`config.mk`:
```
export PLATFORM = sky130hd
export DESIGN_NAME = p2s_link_scheduler
export DESIGN_NICKNAME = d
export VERILOG_FILES = /design/src/rtl/p2s_link_scheduler.sv
export SDC_FILE = /design/constraint.sdc
export NUM_CORES = 1
export LEC_CHECK = 0
export ABC_AREA = 0
export BUFFER_PORTS_ARGS = -buffer_cell sky130_fd_sc_hd__buf_2
export CAP_MARGIN = 10
export CORE_MARGIN = 5
export CORE_UTILIZATION = 53
export DETAILED_ROUTE_END_ITERATION = 10
export PLACE_DENSITY_LB_ADDON = 0.3
export SYNTH_ARGS = -nofsm -noshare
export SYNTH_HDL_FRONTEND = slang
export SYNTH_SLANG_ARGS = --single-unit
```
`constraint.sdc`:
```
create_clock -name clk -period 2.4 [get_ports clk]
set_clock_uncertainty 0.15 [all_clocks]
set_input_delay 0.6 -clock clk [delete_from_list [all_inputs] [get_ports clk]]
set_output_delay 0.6 -clock clk [all_outputs]
set_load 0.01 [all_outputs]
```
`src/rtl/p2s_link_scheduler.sv`:
```
// p2s_link_scheduler
//   Arbitrates one P2S serial link between NUM_REQ requesters. A round-robin
//   arbiter picks a requester, its frame is snapshotted, and the frame is fed
//   to the P2S block one BIT_WIDTH-bit byte at a time (most-significant byte
//   first) through the P2S start/finish handshake. When the last byte has
//   shifted out, the granted requester receives a one-cycle ack. A stalled
//   handshake aborts the frame and raises a sticky timeout flag.
//
// Ports
//   clk          system clock, rising edge
//   rst          asynchronous reset, active-high
//   req          per-requester frame request (level)
//   frame_data   requester i owns slice i; byte b at [b*BIT_WIDTH +: BIT_WIDTH]
//   ack          one-cycle pulse when requester i's frame is fully shifted
//   grant_id     index of the current / last granted requester
//   busy         high from grant through the ack cycle
//   err_timeout  sticky: a P2S handshake wait exceeded TIMEOUT cycles
//   p2s_start    to P2S.start
//   p2s_par_in   to P2S.par_in
//   p2s_finish   from P2S.finish (1 = idle / done)
module p2s_link_scheduler #(
  parameter int NUM_REQ         = 2,
  parameter int BIT_WIDTH       = 8,
  parameter int BYTES_PER_FRAME = 2,
  parameter int TIMEOUT         = 64
) (
  input  logic                                        clk,
  input  logic                                        rst,
  input  logic [NUM_REQ-1:0]                          req,
  input  logic [NUM_REQ*BYTES_PER_FRAME*BIT_WIDTH-1:0] frame_data,
  output logic [NUM_REQ-1:0]                          ack,
  output logic [$clog2(NUM_REQ)-1:0]                  grant_id,
  output logic                                        busy,
  output logic                                        err_timeout,
  output logic                                        p2s_start,
  output logic [BIT_WIDTH-1:0]                        p2s_par_in,
  input  logic                                        p2s_finish
);

  localparam int IDW     = $clog2(NUM_REQ);
  localparam int FRAME_W = BYTES_PER_FRAME * BIT_WIDTH;
  localparam int BIW     = (BYTES_PER_FRAME > 1) ? $clog2(BYTES_PER_FRAME) : 1;
  localparam int TW      = $clog2(TIMEOUT + 1);

  localparam logic [1:0] ST_IDLE  = 2'd0;
  localparam logic [1:0] ST_LOAD  = 2'd1;
  localparam logic [1:0] ST_SHIFT = 2'd2;
  localparam logic [1:0] ST_DONE  = 2'd3;

  logic [1:0]           state_reg;
  logic [IDW-1:0]       rr_ptr_reg;
  logic [IDW-1:0]       grant_id_reg;
  logic [BIW-1:0]       byte_idx_reg;
  logic [TW-1:0]        timer_reg;
  logic [FRAME_W-1:0]   frame_reg;
  logic [NUM_REQ-1:0]   ack_reg;
  logic                 busy_reg;
  logic                 err_reg;
  logic                 start_reg;
  logic [BIT_WIDTH-1:0] par_reg;

  // Per-requester frame slices and per-byte view of the snapshotted frame.
  logic [FRAME_W-1:0]   frame_slice [NUM_REQ];
  logic [BIT_WIDTH-1:0] frame_bytes [BYTES_PER_FRAME];

  genvar gi;
  generate
    for (gi = 0; gi < NUM_REQ; gi++) begin : g_slice
      assign frame_slice[gi] = frame_data[gi*FRAME_W +: FRAME_W];
    end
    for (gi = 0; gi < BYTES_PER_FRAME; gi++) begin : g_bytes
      assign frame_bytes[gi] = frame_reg[gi*BIT_WIDTH +: BIT_WIDTH];
    end
  endgenerate

  // Round-robin pick: first set request at or after rr_ptr_reg, wrapping.
  // The loop walks from the farthest candidate back to the pointer so the
  // closest one is the last (winning) assignment.
  logic           any_req;
  logic [IDW-1:0] win_idx;
  logic [IDW-1:0] rr_ptr_next;
  logic [IDW:0]   cand_idx;

  always_comb begin
    any_req  = 1'b0;
    win_idx  = '0;
    cand_idx = '0;
    for (int k = NUM_REQ - 1; k >= 0; k--) begin
      cand_idx = {1'b0, rr_ptr_reg} + (IDW+1)'(k);
      if (cand_idx >= (IDW+1)'(NUM_REQ)) begin
        cand_idx = cand_idx - (IDW+1)'(NUM_REQ);
      end
      if (req[cand_idx[IDW-1:0]]) begin
        any_req = 1'b1;
        win_idx = cand_idx[IDW-1:0];
      end
    end
  end

  always_comb begin
    if (win_idx == IDW'(NUM_REQ - 1)) begin
      rr_ptr_next = '0;
    end else begin
      rr_ptr_next = win_idx + 1'b1;
    end
  end

  logic timer_expired;
  assign timer_expired = (timer_reg == TW'(TIMEOUT - 1));

  always_ff @(posedge clk or posedge rst) begin
    if (rst) begin
      state_reg    <= ST_IDLE;
      rr_ptr_reg   <= '0;
      grant_id_reg <= '0;
      byte_idx_reg <= '0;
      timer_reg    <= '0;
      frame_reg    <= '0;
      ack_reg      <= '0;
      busy_reg     <= 1'b0;
      err_reg      <= 1'b0;
      start_reg    <= 1'b0;
      par_reg      <= '0;
    end else begin
      ack_reg <= '0;
      case (state_reg)
        ST_IDLE: begin
          if (any_req) begin
            grant_id_reg <= win_idx;
            frame_reg    <= frame_slice[win_idx];
            byte_idx_reg <= BIW'(BYTES_PER_FRAME - 1);
            busy_reg     <= 1'b1;
            start_reg    <= 1'b1;
            // Most-significant byte goes first so byte 0 ends nearest the
            // chain input.
            par_reg      <= frame_slice[win_idx][FRAME_W-1 -: BIT_WIDTH];
            rr_ptr_reg   <= rr_ptr_next;
            timer_reg    <= '0;
            state_reg    <= ST_LOAD;
          end
        end

        ST_LOAD: begin
          // P2S acknowledges the start request by dropping finish.
          if (!p2s_finish) begin
            start_reg <= 1'b0;
            timer_reg <= '0;
            state_reg <= ST_SHIFT;
          end else if (timer_expired) begin
            err_reg   <= 1'b1;
            start_reg <= 1'b0;
            busy_reg  <= 1'b0;
            timer_reg <= '0;
            state_reg <= ST_IDLE;
          end else begin
            timer_reg <= timer_reg + 1'b1;
          end
        end

        ST_SHIFT: begin
          if (p2s_finish) begin
            timer_reg <= '0;
            if (byte_idx_reg != '0) begin
              byte_idx_reg <= byte_idx_reg - 1'b1;
              par_reg      <= frame_bytes[byte_idx_reg - 1'b1];
              start_reg    <= 1'b1;
              state_reg    <= ST_LOAD;
            end else begin
              // Ack is registered so it is high exactly during DONE.
              ack_reg   <= NUM_REQ'(1) << grant_id_reg;
              state_reg <= ST_DONE;
            end
          end else if (timer_expired) begin
            err_reg   <= 1'b1;
            start_reg <= 1'b0;
            busy_reg  <= 1'b0;
            timer_reg <= '0;
            state_reg <= ST_IDLE;
          end else begin
            timer_reg <= timer_reg + 1'b1;
          end
        end

        ST_DONE: begin
          // start stays low here, giving P2S a cycle to latch the chain.
          busy_reg  <= 1'b0;
          state_reg <= ST_IDLE;
        end

        default: begin
          state_reg <= ST_IDLE;
        end
      endcase
    end
  end

  assign ack         = ack_reg;
  assign grant_id    = grant_id_reg;
  assign busy        = busy_reg;
  assign err_timeout = err_reg;
  assign p2s_start   = start_reg;
  assign p2s_par_in  = par_reg;

endmodule

```
# [Word-level counts from Yosys, hierarchy flattened]
# Cells that the tools add are included.
# W data, S select, Z words.
[totals] register_bits=41 word_cells=99
[classes] n_shift=1 reduce_logical=11 mux=52 magnitude_cmp=6 bitwise=2 add_sub_neg=6 eq_ne=10
[op_table] op="$mux W16" count=3
[op_table] op="$mux W8" count=6
[op_table] op="$mux W7" count=4
[op_table] op="$mux W1" count=24
[op_table] op="$pmux W7 S3" count=1
[op_table] op="$mux W2" count=8
[op_table] op="$pmux W8 S2" count=1
[op_table] op="$reduce_and A3 Y1" count=4
[op_table] op="$ne A2 B2 Y1 const B" count=5
[op_table] op="$pmux W2 S4" count=1
[op_table] op="$add A7 B1 Y7 const B" count=1
[op_table] op="$eq A7 B6 Y1 const B" count=1
[op_table] op="$ge A2 B2 Y1 const B" count=3
[op_table] op="$eq A2 B2 Y1 const B" count=2
[op_table] op="$lt A1 B2 Y1 const B" count=2
[op_table] op="$not A1 Y2" count=2
[op_table] op="$pmux W1 S2" count=2
[op_table] op="$pmux W1 S4" count=1
[op_table] op="$reduce_and A2 Y1" count=2
[op_table] op="$reduce_and A4 Y1" count=1
[op_table] op="$reduce_bool A2 Y1" count=2
[op_table] op="$ne A3 B3 Y1 const B" count=1
[op_table] op="$pmux W1 S3" count=1
[op_table] op="$reduce_bool A3 Y1" count=1
[op_table] op="7 further kinds" count=9

# [Logic depth before layout (Yosys ltp)]
[logic_depth] word_depth=13 ltp_mapped=8

# [Worst setup path after synthesis]
# No wires, ideal clock.
[synth_path] kind="reg-to-reg" from="register state_reg[0]" to="register par_reg[0] (netlist: p2s_par_in[0])" stages_incl_launch_ff=9 required_ps=2129 t_arrival_ps=1540 path_slack_ps=589 period_less_slack_ps=1811 path_cell_list="dfrtp_1 -> inv_1 -> ha_1 -> buf_2 -> and2b_1 -> o22ai_4 -> buf_6 -> a21oi_1 -> a22o_1"
[synth_via] elab_chain_len=3
[synth_lines] element="start: declaration" line_no="50" rtl="logic [1:0] state_reg;"
[synth_lines] element="start signal: assignment" line_no="113" rtl="state_reg <= ST_IDLE;"
[synth_lines] element="start signal: assignment" line_no="139" rtl="state_reg <= ST_LOAD;"
[synth_lines] element="start signal: assignment" line_no="148" rtl="state_reg <= ST_SHIFT;"
[synth_lines] element="$eq A2 B2 Y1 or $logic_not A2 Y1 (tied branches)" line_no="126" rtl="case (state_reg)"
[synth_lines] element="$ne A2 B2 Y1 (no line) or $reduce_bool A2 Y1 (tied branches)"
[synth_lines] element="$reduce_and A4 Y1 (no line)"
[synth_lines] element="end signal: assignment" line_no="136" rtl="par_reg <= frame_slice[win_idx][FRAME_W-1 -: BIT_WIDTH];"
[synth_lines] element="end signal: assignment" line_no="165" rtl="par_reg <= frame_bytes[byte_idx_reg - 1'b1];"
[synth_lines] element="end: declaration" line_no="60" rtl="logic [BIT_WIDTH-1:0] par_reg;"
# Several ways; a longest one is shown, not always the timed one.
# A chain may end at the register's enable or synchronous reset.

# [Worst setup path after layout]
[layout_path] from="register state_reg[0]" to="register par_reg[7] (netlist: p2s_par_in[7])"
# Same word-level chain as after synthesis.

==> impl_metrics.tcl <==
set metrics [dict create \
    period_share_pct 87.0 \
    cts_hold_buf 0 \
    coreArea_mm2 0.00403 \
    path_clk_slew_ps 80 \
    relSlewSlack_pct 65.9 \
    cts_resized 0 \
    status "finished clean" \
    cts_tree "built" \
    first_pass_iters 4 \
    tns_ps 0 \
    drive_above_1_share_pct 28.6 \
    critPathArrivalTime_ps 2120 \
    cp_slowest_stage_delay_ps 430 \
    dieArea_mm2 0.00557 \
    ys_types 49 \
    maxCapViolations 0 \
    final_net_count 307 \
    synth_area_mm2 0.00222 \
    grt.overflow.total 0 \
    routedWlPerCell_um 15.9 \
    synth_common_cells "dfrtp_1, a21oi_1, nand2_1, o21ai_1" \
    cts_root_buf "clkbuf_8" \
    syn_inst 214 \
    synth-seq-area-share_pct 46.3 \
    path_max_fanout 16 \
    antenna_found_initial 0 \
    holdWs_ps 270 \
    grt_pass1_vias 1769 \
    synth_edf_count 0 \
    fmax_mhz 479 \
    die_w_um 74.7 \
    r2r_cells 6 \
    cts.sinks 41 \
    vias 1843 \
    grt_setup_unrepaired "no" \
    hold_violations 0 \
    syn-mean-instance-area_um2 10.4 \
    place_congestion 0.815 \
    h-tree-depth 2 \
    grt_max_degree 42 \
    power.leakage_nw 1.32 \
    grt_usage_pct 20.3 \
    final.fill_count 338 \
    io_pins 51 \
    setup_viol 0 \
    async_flop_share_pct 100 \
    fin_util_pct 64.9 \
    powerDensity_mw_per_mm2 1260 \
    fin_crit_ps 2090 \
    vias_per_cell 5.83 \
    row_count 23 \
    clock_path_buffers 2 \
    yosysWarnings 0 \
    grt_pass1_wl_um 8580 \
    cts_inserted_buffers 5 \
    worstSetupPathType "flop to flop" \
    startpoint_type "flop" \
    peakVddDrop_mv 0.585 \
    die_y_um 74.7 \
    yosys-top-cells-area "dfrtp_1, a21oi_1, a221o_1" \
    r2r_end "p2s_par_in[7]" \
    crit_chain "inv_1 -> ha_1 -> and2b_1 -> o22ai_4 -> a21oi_1 -> a22o_1" \
    antenna_left 0 \
    drc 0 \
    largest_reg_flops 16 \
    yosys_register_bits 41 \
    hp-class "primary input to asynchronous set/reset pin" \
    syn2layout_area_growth_pct 18.0 \
    yosys.area.top_type "dfrtp_1" \
    maxSlewViolCount 0 \
    yosysMostFrequentCell "dfrtp_1" \
    post_cts_buffers 0 \
    power_w 0.00328 \
    r2r-start "state_reg[0]" \
    tightest_slew_ps 512 \
    routed_wl_um 5030 \
    cpMaxStageDelayCell "dfrtp_1" \
    synth_top_flop_cell "dfrtp_1" \
    clk_latency_ps 290 \
    antenna_cells 0 \
    cp.required_ps 2440 \
    syn_nets 256 \
    portBuffers 50 \
    r2r_slack_ps 310 \
    drt_iter0_drc 182 \
    synth_top_area_share_pct 46.3 \
    cp-end-kind "flop" \
    dpl.hpwl_um 3690 \
    start_util_pct 55.0 \
]
[worst max-delay path: cells and delay by family, from the launching register on]
family	cells	cell delay [ps]
buffers and inverters	1	120
adders and majority gates	1	340
DFF	1	430
and+or+nand+nor	1	250
AOI/OAI and AO/OA	3	690
[how the worst max path moves through the flow]
| stage | from | end | depth (start not counted) |
|---|---|---|---|
| floorplan | state_reg[0] | p2s_par_in[0] | 8 |
| global placement | req[1] | frame_reg[7] | 5 |
| detailed placement | state_reg[0] | p2s_par_in[7] | 6 |
| CTS | state_reg[0] | p2s_par_in[7] | 6 |
| global route | state_reg[0] | p2s_par_in[0] | 6 |
| finish | state_reg[0] | p2s_par_in[7] | 6 |
[metal layers]
layer  vias up  part of all wire, %  GRT usage, %
li1        898                    -             -
met1       885                   47          30.3
met2        53                   44          29.6
met3         7                  7.9          4.14
met4         0                  1.3          6.92
met5         -                    0             0
[kinds of logic after synthesis]
family / share of synthesized area, %
multiplexers: 4.29
adder cells (fa/ha/maj): 2.82
flip-flops: 46.3
AND/OR/NAND/NOR: 15.3
buffers and inverters: 4.12
AO/OA/AOI/OAI: 27.2
[area by class of cell]
| class | instances | area, um^2 | area share [%] |
|---|---|---|---|
| multi-input cells | 157 | 1100 | 42.0 |
| flip-flops and latches | 41 | 1030 | 39.3 |
| repair buffers | 55 | 288 | 11.0 |
| clock buffers | 6 | 82.6 | 3.16 |
| well taps | 50 | 62.6 | 2.39 |
| clock inverters | 2 | 37.5 | 1.44 |
| inverters | 5 | 18.8 | 0.718 |
[report_power, final]
group,switching (W),internal [W]
Clock,0.000241,0.000338
Sequential,0.000180,0.000966
Combinational,0.000839,0.000721
Total,0.00126,0.00203
[per-stage QoR]
stage	instances	cell area, um^2	worst slack [ps]
after global routing	316	2610	125
after CTS	316	2610	323
after global placement	308	2490	373
after detailed placement	308	2490	342
final	316	2610	312
after floorplan	214	2220	589
[placed cells by master (no fill, tap or decap), types with 2 or more instances in the layout]
cell      instances
a31oi_1           3
dfrtp_1          41
mux2i_1           8
a221o_1           8
ha_1              5
and3_1           10
o31ai_1           2
nor3_1            2
nand2_1          20
buf_4             5
buf_2            50
inv_1             4
nor2_1            3
o21ai_0           5
nand2b_1          3
o21ai_1          11
a22o_1            9
a21oi_1          20
a211o_1           9
clkbuf_8          6
a21o_1            3
and2_1           10
Power figures use the tool's default switching activity.
